## src/rtl/csa_stream_accumulator.sv

```systemverilog
// Unsigned stream accumulator that keeps a redundant sum/carry pair, so each beat
// costs one full-adder level. One carry-propagate add resolves each packet's total.
module csa_stream_accumulator #(
    parameter int WIDTH = 16,
    parameter int GUARD = 8,
    parameter int CNT_W = 16,
    localparam int ACC_W = WIDTH + GUARD
) (
    input  logic             clk,
    input  logic             rst_n,
    input  logic             in_valid,
    output logic             in_ready,
    input  logic [WIDTH-1:0] in_data,
    input  logic             in_last,
    output logic             out_valid,
    input  logic             out_ready,
    output logic [ACC_W-1:0] out_sum,
    output logic [CNT_W-1:0] out_count,
    output logic             overflow
);

    typedef enum logic [1:0] {ACCUM, RESOLVE, OUTPUT} state_t;

    state_t             state_q;
    logic [ACC_W-1:0]   s_q, c_q;
    logic               dropped_q;
    logic [CNT_W-1:0]   cnt_q;
    logic [ACC_W-1:0]   out_sum_q;
    logic [CNT_W-1:0]   out_count_q;
    logic               overflow_q;

    logic [ACC_W-1:0]   d_ext;
    logic [ACC_W-1:0]   s_d, k_d, c_d;
    logic               dropped_d;
    logic [CNT_W-1:0]   cnt_d;
    logic [ACC_W-1:0]   sum_r;
    logic               cout;

    // One 3:2 compressor level: returns {majority, parity} per bit.
    function automatic logic [2*ACC_W-1:0] csa32(input logic [ACC_W-1:0] a,
                                                 input logic [ACC_W-1:0] b,
                                                 input logic [ACC_W-1:0] c);
        logic [ACC_W-1:0] s, k;
        s = a ^ b ^ c;
        k = (a & b) | (a & c) | (b & c);
        return {k, s};
    endfunction

    function automatic logic [CNT_W-1:0] sat_inc(input logic [CNT_W-1:0] x);
        return (&x) ? x : x + 1'b1;
    endfunction

    assign d_ext      = {{GUARD{1'b0}}, in_data};
    assign {k_d, s_d} = csa32(s_q, c_q, d_ext);
    // The carry leaving the top bit would be lost by the shift, so it is recorded as overflow.
    assign c_d        = {k_d[ACC_W-2:0], 1'b0};
    assign dropped_d  = dropped_q | k_d[ACC_W-1];
    assign cnt_d      = sat_inc(cnt_q);
    assign {cout, sum_r} = {1'b0, s_q} + {1'b0, c_q};

    always_ff @(posedge clk or negedge rst_n) begin
        if (!rst_n) begin
            state_q     <= ACCUM;
            s_q         <= '0;
            c_q         <= '0;
            dropped_q   <= 1'b0;
            cnt_q       <= '0;
            out_sum_q   <= '0;
            out_count_q <= '0;
            overflow_q  <= 1'b0;
        end else begin
            case (state_q)
                ACCUM: begin
                    if (in_valid) begin
                        s_q       <= s_d;
                        c_q       <= c_d;
                        dropped_q <= dropped_d;
                        cnt_q     <= cnt_d;
                        if (in_last) state_q <= RESOLVE;
                    end
                end
                RESOLVE: begin
                    out_sum_q   <= sum_r;
                    out_count_q <= cnt_q;
                    overflow_q  <= dropped_q | cout;
                    s_q         <= '0;
                    c_q         <= '0;
                    dropped_q   <= 1'b0;
                    cnt_q       <= '0;
                    state_q     <= OUTPUT;
                end
                OUTPUT: begin
                    if (out_ready) state_q <= ACCUM;
                end
                default: state_q <= ACCUM;
            endcase
        end
    end

    assign in_ready  = (state_q == ACCUM);
    assign out_valid = (state_q == OUTPUT);
    assign out_sum   = out_sum_q;
    assign out_count = out_count_q;
    assign overflow  = overflow_q;

endmodule
```

## config.mk

```make
export PLATFORM = sky130hd
export DESIGN_NAME = csa_stream_accumulator
export DESIGN_NICKNAME = d
export VERILOG_FILES = /design/src/rtl/csa_stream_accumulator.sv
export SDC_FILE = /design/constraint.sdc
export NUM_CORES = 1
export LEC_CHECK = 0
export ABC_AREA = 1
export CAP_MARGIN = 20
export CORE_MARGIN = 2
export CORE_UTILIZATION = 58
export CTS_CLUSTER_DIAMETER = 50
export DETAILED_ROUTE_END_ITERATION = 12
export DONT_BUFFER_PORTS = 1
export HOLD_SLACK_MARGIN = 0.05
export PLACE_DENSITY = 0.76
export SLEW_MARGIN = 5
export SYNTH_ARGS = -nofsm -noshare
export SYNTH_HDL_FRONTEND = slang
export SYNTH_SLANG_ARGS = --single-unit
```

## constraint.sdc

```tcl
create_clock -name clk -period 1.8 [get_ports clk]
set_clock_uncertainty 0.2 [all_clocks]
set_input_delay 0.27 -clock clk [delete_from_list [all_inputs] [get_ports clk]]
set_output_delay 0.27 -clock clk [all_outputs]
set_load 0.01 [all_outputs]
```

**Yosys cells after proc, flatten, opt, wreduce, memory -nomap -nowiden**

Cells that the tools add are included.

- Memories kept: 0
- Latch bits: 0
- Memory bits (writable): 0
- Register bits: 108
- ROM bits: 0
- Word-level logic and storage cells: 44

- $add $sub $neg: 2
- Muxes and demuxes: 13
- Reductions and logical operators: 6
- Eq/ne operators: 6
- Shift operators: 0
- $mul: 0
- Order comparisons: 0
- Divide/modulo/power cells: 0
- Bitwise gates (word level): 9

Operators by type and width:

| cell | count |
|---|---|
| 24-bit one-hot mux with 2 select lines | 2 |
| 24-bit by 16-bit bitwise AND with 24-bit output | 2 |
| 24-bit 2-to-1 mux | 2 |
| 24-bit OR | 2 |
| 16-bit 2-to-1 mux | 2 |
| 16-bit one-hot mux with 2 select lines | 1 |
| 24-bit by 24-bit adder with 25-bit output | 1 |
| 24-bit bitwise AND | 1 |
| 24-bit by 16-bit XOR with 24-bit output | 1 |
| 24-bit XOR | 1 |
| 16-bit by 1-bit adder with 16-bit output (second input constant) | 1 |
| 16-bit AND reduction | 1 |
| 2-bit 2-to-1 mux | 3 |
| 2-bit one-hot mux with 3 select lines | 1 |
| 3-bit AND reduction | 2 |
| 2-bit by 1-bit != test with 1-bit output (second input constant) | 2 |
| 2-bit != test (second input constant) | 2 |
| 2-bit by 1-bit == test with 1-bit output (second input constant) | 1 |
| 2-bit == test (second input constant) | 1 |
| 2-bit logical NOT | 1 |
| 1-bit OR | 2 |
| 1-bit one-hot mux with 2 select lines | 1 |
| 2-bit AND reduction | 1 |
| 2-bit nonzero test | 1 |
| 1-bit 2-to-1 mux | 1 |

**Depth between registers and ports, before layout**

Gate-level depths: netlist of run 1.

- Depth after elaboration: 6
- Gate-level depth with buffers: 12
- Depth with buffers taken out: 12

**Worst setup path after synthesis of run 1**

No wires, ideal clock.

- Path type: reg-to-reg
- Start: reg s_q[1]
- End: reg out_sum_q[21], in the netlist out_sum[21]
- Arrival time: 1637 ps
- Cell stages (with the launch flop): 10
- Clock period less this slack: 1955 ps
- Path slack: -155 ps
- Cell sequence: dfrtp_1 > ha_1 > fa_1 > nand2_1 > nand2_1 > and2_1 > nand3_1 > nand4_1 > nand3_1 > nand2_1

- Word-level cells in the longest chain between the ends: 1

Ends and longest elaborated chain:

| item | RTL line | text |
|---|---|---|
| start: declaration | 25 | `logic [ACC_W-1:0] s_q, c_q;` |
| start signal: assignment | 64 | `s_q <= '0;` |
| start signal: assignment | 75 | `s_q <= s_d;` |
| start signal: assignment | 86 | `s_q <= '0;` |
| 24-bit by 24-bit adder with 25-bit output | 59 | `assign {cout, sum_r} = {1'b0, s_q} + {1'b0, c_q};` |
| end signal: assignment | 83 | `out_sum_q <= sum_r;` |
| end: declaration | 28 | `logic [ACC_W-1:0] out_sum_q;` |

Every way passes these cells.
A chain may end at the register's enable or synchronous reset.

**Final worst setup path of run 1**

- Start: reg c_q[1]
- End: reg out_sum_q[13], in the netlist out_sum[13]

- Word-level cells in the longest chain between the ends: 1

Ends and longest elaborated chain:

| item | RTL line | text |
|---|---|---|
| start: declaration | 25 |  |
| start signal: assignment | 65 | `c_q <= '0;` |
| start signal: assignment | 76 | `c_q <= c_d;` |
| start signal: assignment | 87 | `c_q <= '0;` |
| 24-bit by 24-bit adder with 25-bit output | 59 |  |

Every way passes these cells.

==> results of run 1 <==
[timing repair]
action	4_1_cts	5_1_grt
gates resized for setup	66	56
hold endpoints to repair	141	107
gates cloned	1	0
endpoints found under the setup margin	35	38
buffers inserted	12	16
pin swaps	21	28
[metrics by stage]
stage / hold WS [ns] / TNS (ns) / cell area [um2] / power [W] / cells
global route: -0.667 / -6.18 / 8360 / 0.0122 / 1103
global placement: -0.223 / -2.80 / 7170 / 0.00797 / 1040
CTS: -0.651 / -1.64 / 8040 / 0.0106 / 1087
detailed placement: -0.223 / -3.55 / 7170 / 0.00813 / 1040
floorplan: -0.226 / -0.274 / 6450 / 0.00626 / 844
finish: -0.629 / -2.65 / 8360 / 0.0115 / 1103
[routing by layer]
metal	wire, um	global-route usage
met1	7140	0.375
met2	9020	0.554
met3	1130	0.0675
met4	531	0.107
met5	0	0
[layout by cell type, fill, tap and decap left out, types with 15 or more instances in the layout]
| cell type | Yosys | final |
|---|---|---|
| buf_4 | 0 | 103 |
| dfrtp_1 | 107 | 106 |
| dlygate4sd3_1 | 0 | 18 |
| fa_1 | 16 | 15 |
| ha_4 | 0 | 21 |
| inv_1 | 85 | 77 |
| nand2_1 | 325 | 286 |
| nand2_2 | 2 | 33 |
| nand3_1 | 86 | 76 |
| nor2_1 | 51 | 39 |
| o21ai_0 | 15 | 15 |
| o21ai_1 | 23 | 22 |
[state kept, by name (all words and copies together) (netlist names)]
signal,count
out_sum,24
s_q,24
c_q,23
cnt_q,16
out_count,16
state_q,2
dropped_q,1
overflow,1
[worst reg2reg max path: cells and delay by family, from the launching register on]
kind,cells,cell delay (ns)
adders and majority gates,2,0.59
DFF,1,0.40
and+or+nand+nor,8,0.75
[worst max path at each step]
stage,start,cells past startpoint,to,slack [ns]
4_1_cts,c_q[1],11,out_sum[13],-0.21
3_5_place_dp,c_q[1],11,out_sum[13],-0.30
2_1_floorplan,c_q[1],10,out_sum[13],-0.05
5_1_grt,c_q[1],10,out_sum[13],-0.35
3_3_place_gp,c_q[1],11,out_sum[13],-0.32
6_report,c_q[1],10,out_sum[13],-0.24
[where the power goes]
group | switching (W) | internal, W | total (W)
sequential | 0.000699 | 0.00301 | 0.00371
combinational | 0.00317 | 0.00302 | 0.00618
clock | 0.000883 | 0.000689 | 0.00157
[cell type report]
| type | instances | area [um2] |
|---|---|---|
| clock buffers | 11 | 141 |
| clock inverters | 5 | 60.1 |
| fillers | 715 | 2430 |
| inverters | 94 | 359 |
| multi-input cells | 618 | 3880 |
| flip-flops and latches | 107 | 2680 |
| well taps | 140 | 175 |
| repair buffers | 128 | 1070 |
[logic make-up (layout without fill, tap and decap cells)]
family                   count (synthesis)  after routing
XOR/XNOR                                15             15
adder cells (fa/ha/maj)                 41             41
AO/OA/AOI/OAI                           59             59
buffers and inverters                  120            238
flip-flops                             107            107
AND/OR/NAND/NOR                        502            503
==> flow_summary.toml, run 1 <==
[synthesis]
synth_top_family_by_area = "simple AND/OR/NAND/NOR gates"
syn-num-nets = 906
synth_edf_count = 0
synthArstFlopShare = 1.00
synth_area_leaders = "dfrtp_1, nand2_1, nand3_1, fa_1, inv_1"
synth-seq-area-share = 0.420
synthTopCellsByCount = "nand2_1, dfrtp_1, nand3_1"
synth_adder_area_share = 0.0992
syn_area_um2 = 6380
syn_inst = 844
yosys.cell_count.top_type = "nand2_1"
synth_top_cell_by_area = "dfrtp_1"
ys_types = 35
synth-compound-area-share = 0.0512
synthSimpleGateAreaFrac = 0.336
yosys_warnings = 0
synth_seq_cells = 107
yosysTopAreaCellShare = 0.420
muxShareOfSynthArea = 0
yosys.area_share.xor_xnor = 0.0206
synth.avg_cell_area_um2 = 7.56
ys.flop_type = "dfrtp_1"

[die]
die_w_um = 109
core_um2 = 10800
fp-row-count = 38
die_h_um = 109
ios = 64
dieArea_um2 = 11900
start_util = 0.591

[critical_path]
critPathTopFamily = "simple AND/OR/NAND/NOR gates"
slowest_delay_ns = 0.40
r2r_setup_slack_ns = -0.24
path_class = "reg2reg"
worstReg2RegStart = "c_q[1]"
cp_max_fo = 3
crit_arrival_ns = 2.11
slowest_stage = "dfrtp_1"
crit_path_end_kind = "flop"
crit_buf_inv = 0
startpoint_type = "flop"
required_ns = 1.87
r2r-end = "out_sum[13]"
crit_chain = "ha_2 -> fa_2 -> nand2_2 -> nand2_2 -> nand4_1 -> nand3_2 -> nand2_2 -> nand3b_1 -> nand3_2 -> nand2_1"
reg2regPathDepth = 10
cpMostUsedCell = "nand2_2"

[grt]
antenna_found_initial = 0
gr-total-overflow = 0
grt_max_degree = 108
grt_pass1_vias = 6107
grt_pass1_wl_um = 28800
grt_usage = 0.312

[sta]
fin_crit_sh = 1.13
hold_viol = 107
hold_ws_ns = -0.629
relSlewSlack = 0.703
finalSetupViolCount = 29
slew_violations = 0
tightest_slew_ns = 0.445
fmax_mhz = 490
rsz0062_at_grt = "true"
fin_crit_ns = 2.04
setup_slack_ns = -0.242

[drt]
via_per_inst = 5.53
dr_total_vias = 6105
drtIter0Drc = 451
drt-total-wl_um = 17800
remaining_drc_errors = 0
firstDrtPassIters = 6
drtAntennaViolNets = 0
wire_per_inst_um = 16.2

[pwr]
powerDensity_nw_per_um2 = 1370
ir_drop_mv = 0.911
power.leakage_nw = 4.34

[clocking]
numCtsBuffers = 9
insertion_delay_ns = 0.38
tritoncts = "built"
htree_levels = 3
cts_sinks = 107
hold_buffers = 18
cts_root_buffer = "clkbuf_8"
clk_pin_slew_ns = 0.11
clockBufferDepth = 2

[cells_and_area]
antenna_cells = 0
drive_gt1_frac = 0.278
final_util = 0.775
area_growth_pct = 31.1
final_nets = 1020

[place]
dp_slack_ns = -0.303
place_congestion = 0.937
hpwl_um = 11700
io_buffers = 0

[worst_hold_path]
min_path_type = "in2async"

[run_status]
violations = "negative hold slack, negative setup slack"
status = "finished, violations left"

[run]
cap_viol_max_count = 0
Power figures use the tool's default switching activity.
==> run 2: changes to the inputs <==
Settings changed: GPL_ROUTABILITY_DRIVEN from default to 1.
Clock period 1.8 ns to 1.7 ns, I/O delays scaled along.
==> flow_summary.toml, run 2 (synthesized netlist as in run 1, its figures left out) <==
[die]
dieArea_um2 = 11900
fp-row-count = 38
start_util = 0.591
die_h_um = 109
core_um2 = 10800
ios = 64
die_w_um = 109

[grt]
antenna_found_initial = 0
grt_pass1_wl_um = 29800
grt_usage = 0.325
grt_max_degree = 108
grt_pass1_vias = 6189
gr-total-overflow = 0

[pwr]
fin_total_pwr_w = 0.0126
power.leakage_nw = 4.47
powerDensity_nw_per_um2 = 1460
ir_drop_mv = 1.10

[clocking]
numCtsBuffers = 9
clockBufferDepth = 2
cts_root_buffer = "clkbuf_8"
clk_pin_slew_ns = 0.11
cts_sinks = 107
insertion_delay_ns = 0.40
tritoncts = "built"
hold_buffers = 18
htree_levels = 3

[cells_and_area]
antenna_cells = 0
drive_gt1_frac = 0.319
mostFrequentLayoutCells = "nand2_1, buf_4, dfrtp_1"
final_nets = 1031
fin_area_um2 = 8620
final_common_cell = "nand2_1"
final_util = 0.799
area_growth_pct = 35.1

[sta]
finalSetupViolCount = 38
tightest_slew_ns = 0.452
hold_viol = 107
fin_crit_sh = 1.19
relSlewSlack = 0.699
fin_tns_setup_ns = -6.76
setup_slack_ns = -0.322
fmax_mhz = 495
rsz0062_at_grt = "true"
hold_ws_ns = -0.655
fin_crit_ns = 2.02
slew_violations = 0

[critical_path]
cp_max_fo = 3
path_class = "reg2reg"
crit_arrival_ns = 2.10
startpoint_type = "flop"
crit_path_end_kind = "flop"
required_ns = 1.78

[drt]
drtAntennaViolNets = 0
dr_total_vias = 6221
wire_per_inst_um = 17.2
firstDrtPassIters = 6
remaining_drc_errors = 0
drtIter0Drc = 427
drt-total-wl_um = 19100
via_per_inst = 5.59

[place]
place_congestion = 0.930
dp_slack_ns = -0.307
io_buffers = 0
hpwl_um = 12000
post_dp_cell_area_um2 = 7370

[worst_hold_path]
min_path_type = "in2async"

[run_status]
status = "finished, violations left"
violations = "negative hold slack, negative setup slack"

[run]
cap_viol_max_count = 0
[run 2: changes by cell type in the layout (fill, tap and decap cells not counted), sizes merged]
cell / delta
clkbuf: +1
clkinv: -3
buf: +11
[run 2: area by class of cell]
| cell class | count | area [um2] |
|---|---|---|
| multi-input combinational | 618 | 4040 |
| inverter | 94 | 359 |
| clock inverter | 2 | 37.5 |
| fill | 681 | 2170 |
| sequential | 107 | 2680 |
| tap | 140 | 175 |
| clock buffer | 12 | 155 |
| timing repair buffer | 139 | 1170 |
[run 2: worst paths after layout]
path / startpoint / end / slack (ns) / cells after the start
hold / removal: rst_n / s_q[8] / -0.66 / 0
min in group clk: in_valid / s_q[1] / 0.08 / 4
setup reg to reg: s_q[1] / out_sum[13] / -0.32 / 10
hold reg to reg: c_q[23] / c_q[23] / 0.33 / 2
setup / recovery: s_q[1] / out_sum[13] / -0.32 / 10
max in group asynchronous: rst_n / c_q[16] / 1.84 / 0
[run 2: timing repair]
| item | 4_1_cts | 5_1_grt |
|---|---|---|
| pin swaps | 39 | 39 |
| gates cloned | 1 | 0 |
| resized for setup | 97 | 61 |
| setup endpoints to repair | 37 | 48 |
| setup buffers | 20 | 16 |
| endpoints found under the hold margin | 141 | 107 |
[run 2: metrics by stage]
stage               hold WS [ns]  cells
floorplan                 -0.241    844
global route              -0.667   1112
detailed placement        -0.238   1046
CTS                       -0.661   1099
finish                    -0.655   1112
global placement          -0.238   1046
[run 2: layer usage]
| metal | share of wire | routed length, um | vias to the layer above | GRT usage |
|---|---|---|---|---|
| met4 | 0.038 | 729 | 0 | 0.149 |
| li1 | - | - | 2909 | - |
| met5 | 0 | 0 | - | 0 |
| met1 | 0.39 | 7470 | 3013 | 0.399 |
| met2 | 0.52 | 9880 | 240 | 0.566 |
| met3 | 0.054 | 1030 | 59 | 0.0424 |
[run 2: worst max-delay path: stages (launching register included)]
cell and delay [ns]:
dfrtp_1 0.42, ha_4 0.19, fa_2 0.39, nand2_2 0.10, nand2_2 0.08, nand4_1 0.11
nand3_2 0.12, nand2_2 0.08, nand3b_1 0.08, nand3_1 0.09, nand2_1 0.07
[run 2: where the power goes]
| part | switching, W | leakage (nW) | internal, W | total [W] |
|---|---|---|---|---|
| Clock | 0.000899 | 0.0946 | 0.000748 | 0.00165 |
| Combinational | 0.00366 | 2.96 | 0.00333 | 0.00699 |
| Sequential | 0.000784 | 1.42 | 0.00319 | 0.00398 |
==> run 3: changes to the inputs <==
Settings changed: CORE_ASPECT_RATIO from default to 0.8.
==> flow_summary.toml, run 3 (synthesized netlist as in run 1, its figures left out) <==
[sta]
fin_crit_sh = 1.20
slew_violations = 0
rsz0062_at_grt = "true"
fmax_mhz = 490
hold_viol = 107
relSlewSlack = 0.688
fin_crit_ns = 2.04
tightest_slew_ns = 0.468
hold_ws_ns = -0.621
setup_slack_ns = -0.340
finalSetupViolCount = 39

[critical_path]
crit_arrival_ns = 2.14
startpoint_type = "flop"
startpoint = "c_q[1]"
crit_path_end_kind = "flop"
path_class = "reg2reg"
required_ns = 1.80
cp_max_fo = 3
worstReg2RegStart = "c_q[1]"

[clocking]
htree_levels = 3
tritoncts = "built"
clk_pin_slew_ns = 0.08
numCtsBuffers = 9
hold_buffers = 19
insertion_delay_ns = 0.36
cts_root_buffer = "clkbuf_16"
cts_sinks = 107
clockBufferDepth = 2

[cells_and_area]
final_nets = 1020
final_common_cell = "nand2_1"
final_util = 0.810
seqCellArea_um2 = 2680
mostFrequentLayoutCells = "nand2_1, dfrtp_1, buf_4"
area_growth_pct = 37.1
antenna_cells = 0
drive_gt1_frac = 0.331
multiInputGateArea_um2 = 4120
final_cell_count_no_fill = 1107
filler_cell_count = 615

[pwr]
power.leakage_nw = 4.49
powerDensity_nw_per_um2 = 1490
pwr-share-comb = 0.533
ir_drop_mv = 0.803
p_int_w = 0.00749
power_switching_w = 0.00557
pwr-share-seq = 0.304
switching_share = 0.426
p_clk_frac = 0.162
fin_total_pwr_w = 0.0131

[grt]
antenna_found_initial = 0
grt_pass1_vias = 6132
grt_usage = 0.320
grt_max_degree = 108
gr-total-overflow = 0
grt_pass1_wl_um = 30000

[place]
dp.cells = 1049
hpwl_um = 12100
io_buffers = 0
place_congestion = 0.927

[worst_hold_path]
min_path_type = "in2async"

[drt]
drtIter0Drc = 669
drtAntennaViolNets = 0
wire_per_inst_um = 17.9
remaining_drc_errors = 0
drt-total-wl_um = 19800
via_per_inst = 5.69
firstDrtPassIters = 5
dr_total_vias = 6300

[die]
ios = 64
fp-row-count = 34
die_w_um = 121
core_um2 = 10800
start_util = 0.591
die_h_um = 97.8
dieArea_um2 = 11900

[run_status]
status = "finished, violations left"
violations = "negative hold slack, negative setup slack"

[run]
cap_viol_max_count = 0
run 3: final cells by class:
type	instances	area share
Inverter	94	0.0416
Timing Repair Buffer	128	0.126
Multi-Input combinational cell	618	0.471
Clock inverter	7	0.00801
Sequential cell	107	0.307
Tap cell	144	0.0206
Clock buffer	9	0.0257
run 3: path summary, 6_finish.rpt:
path | endpoint | slack [ns] | cells past startpoint
setup / recovery | out_sum[20] | -0.34 | 12
hold / removal | c_q[6] | -0.62 | 0
setup reg to reg | out_sum[20] | -0.34 | 12
hold reg to reg | c_q[22] | 0.32 | 2
max in group asynchronous | out_sum[23] | 1.74 | 0
min in group clk | c_q[22] | 0.32 | 2
run 3: power by group through the flow:
stage	combinational [W]	clock [W]	sequential, W
after floorplan	0.00305	0	0.00394
after global placement	0.00485	0	0.00394
after detailed placement	0.00507	0	0.00398
after CTS	0.00598	0.00213	0.00395
after global routing	0.00745	0.00224	0.00404
final	0.00697	0.00212	0.00398
run 3: routing by layer:
metal	vias up	global-route usage	part of all wire
li1	2883	-	-
met5	-	0	0
met3	59	0.0777	0.083
met4	0	0.103	0.025
met2	312	0.502	0.49
met1	3046	0.444	0.41
run 3: timing repair:
item | 4_1_cts | 5_1_grt
endpoints found under the hold margin | 141 | 107
endpoints found under the setup margin | 37 | 48
resized for setup | 93 | 92
pin swaps | 32 | 65
setup buffers | 8 | 15
gates cloned | 1 | 0
run 3: critical path, cell delays in order, from the launching register on:
cell	delay, ns
dfrtp_1	0.39
ha_2	0.20
buf_4	0.13
buf_6	0.11
nand2_2	0.07
nand2_2	0.06
and2_4	0.19
buf_6	0.12
nand3b_1	0.14
nand3_2	0.13
nand2_2	0.07
nand3_1	0.07
nand2_1	0.09
run 3: per-stage QoR:
step	instance area (um2)	hold slack, ns	setup WS, ns	setup TNS [ns]
after floorplan	6620	-0.241	-0.151	-1.11
after global placement	7380	-0.237	-0.218	-4.93
after detailed placement	7380	-0.238	-0.281	-6.45
after CTS	8330	-0.621	-0.208	-4.82
after global routing	8750	-0.632	-0.401	-10.30
final	8750	-0.621	-0.340	-7.31
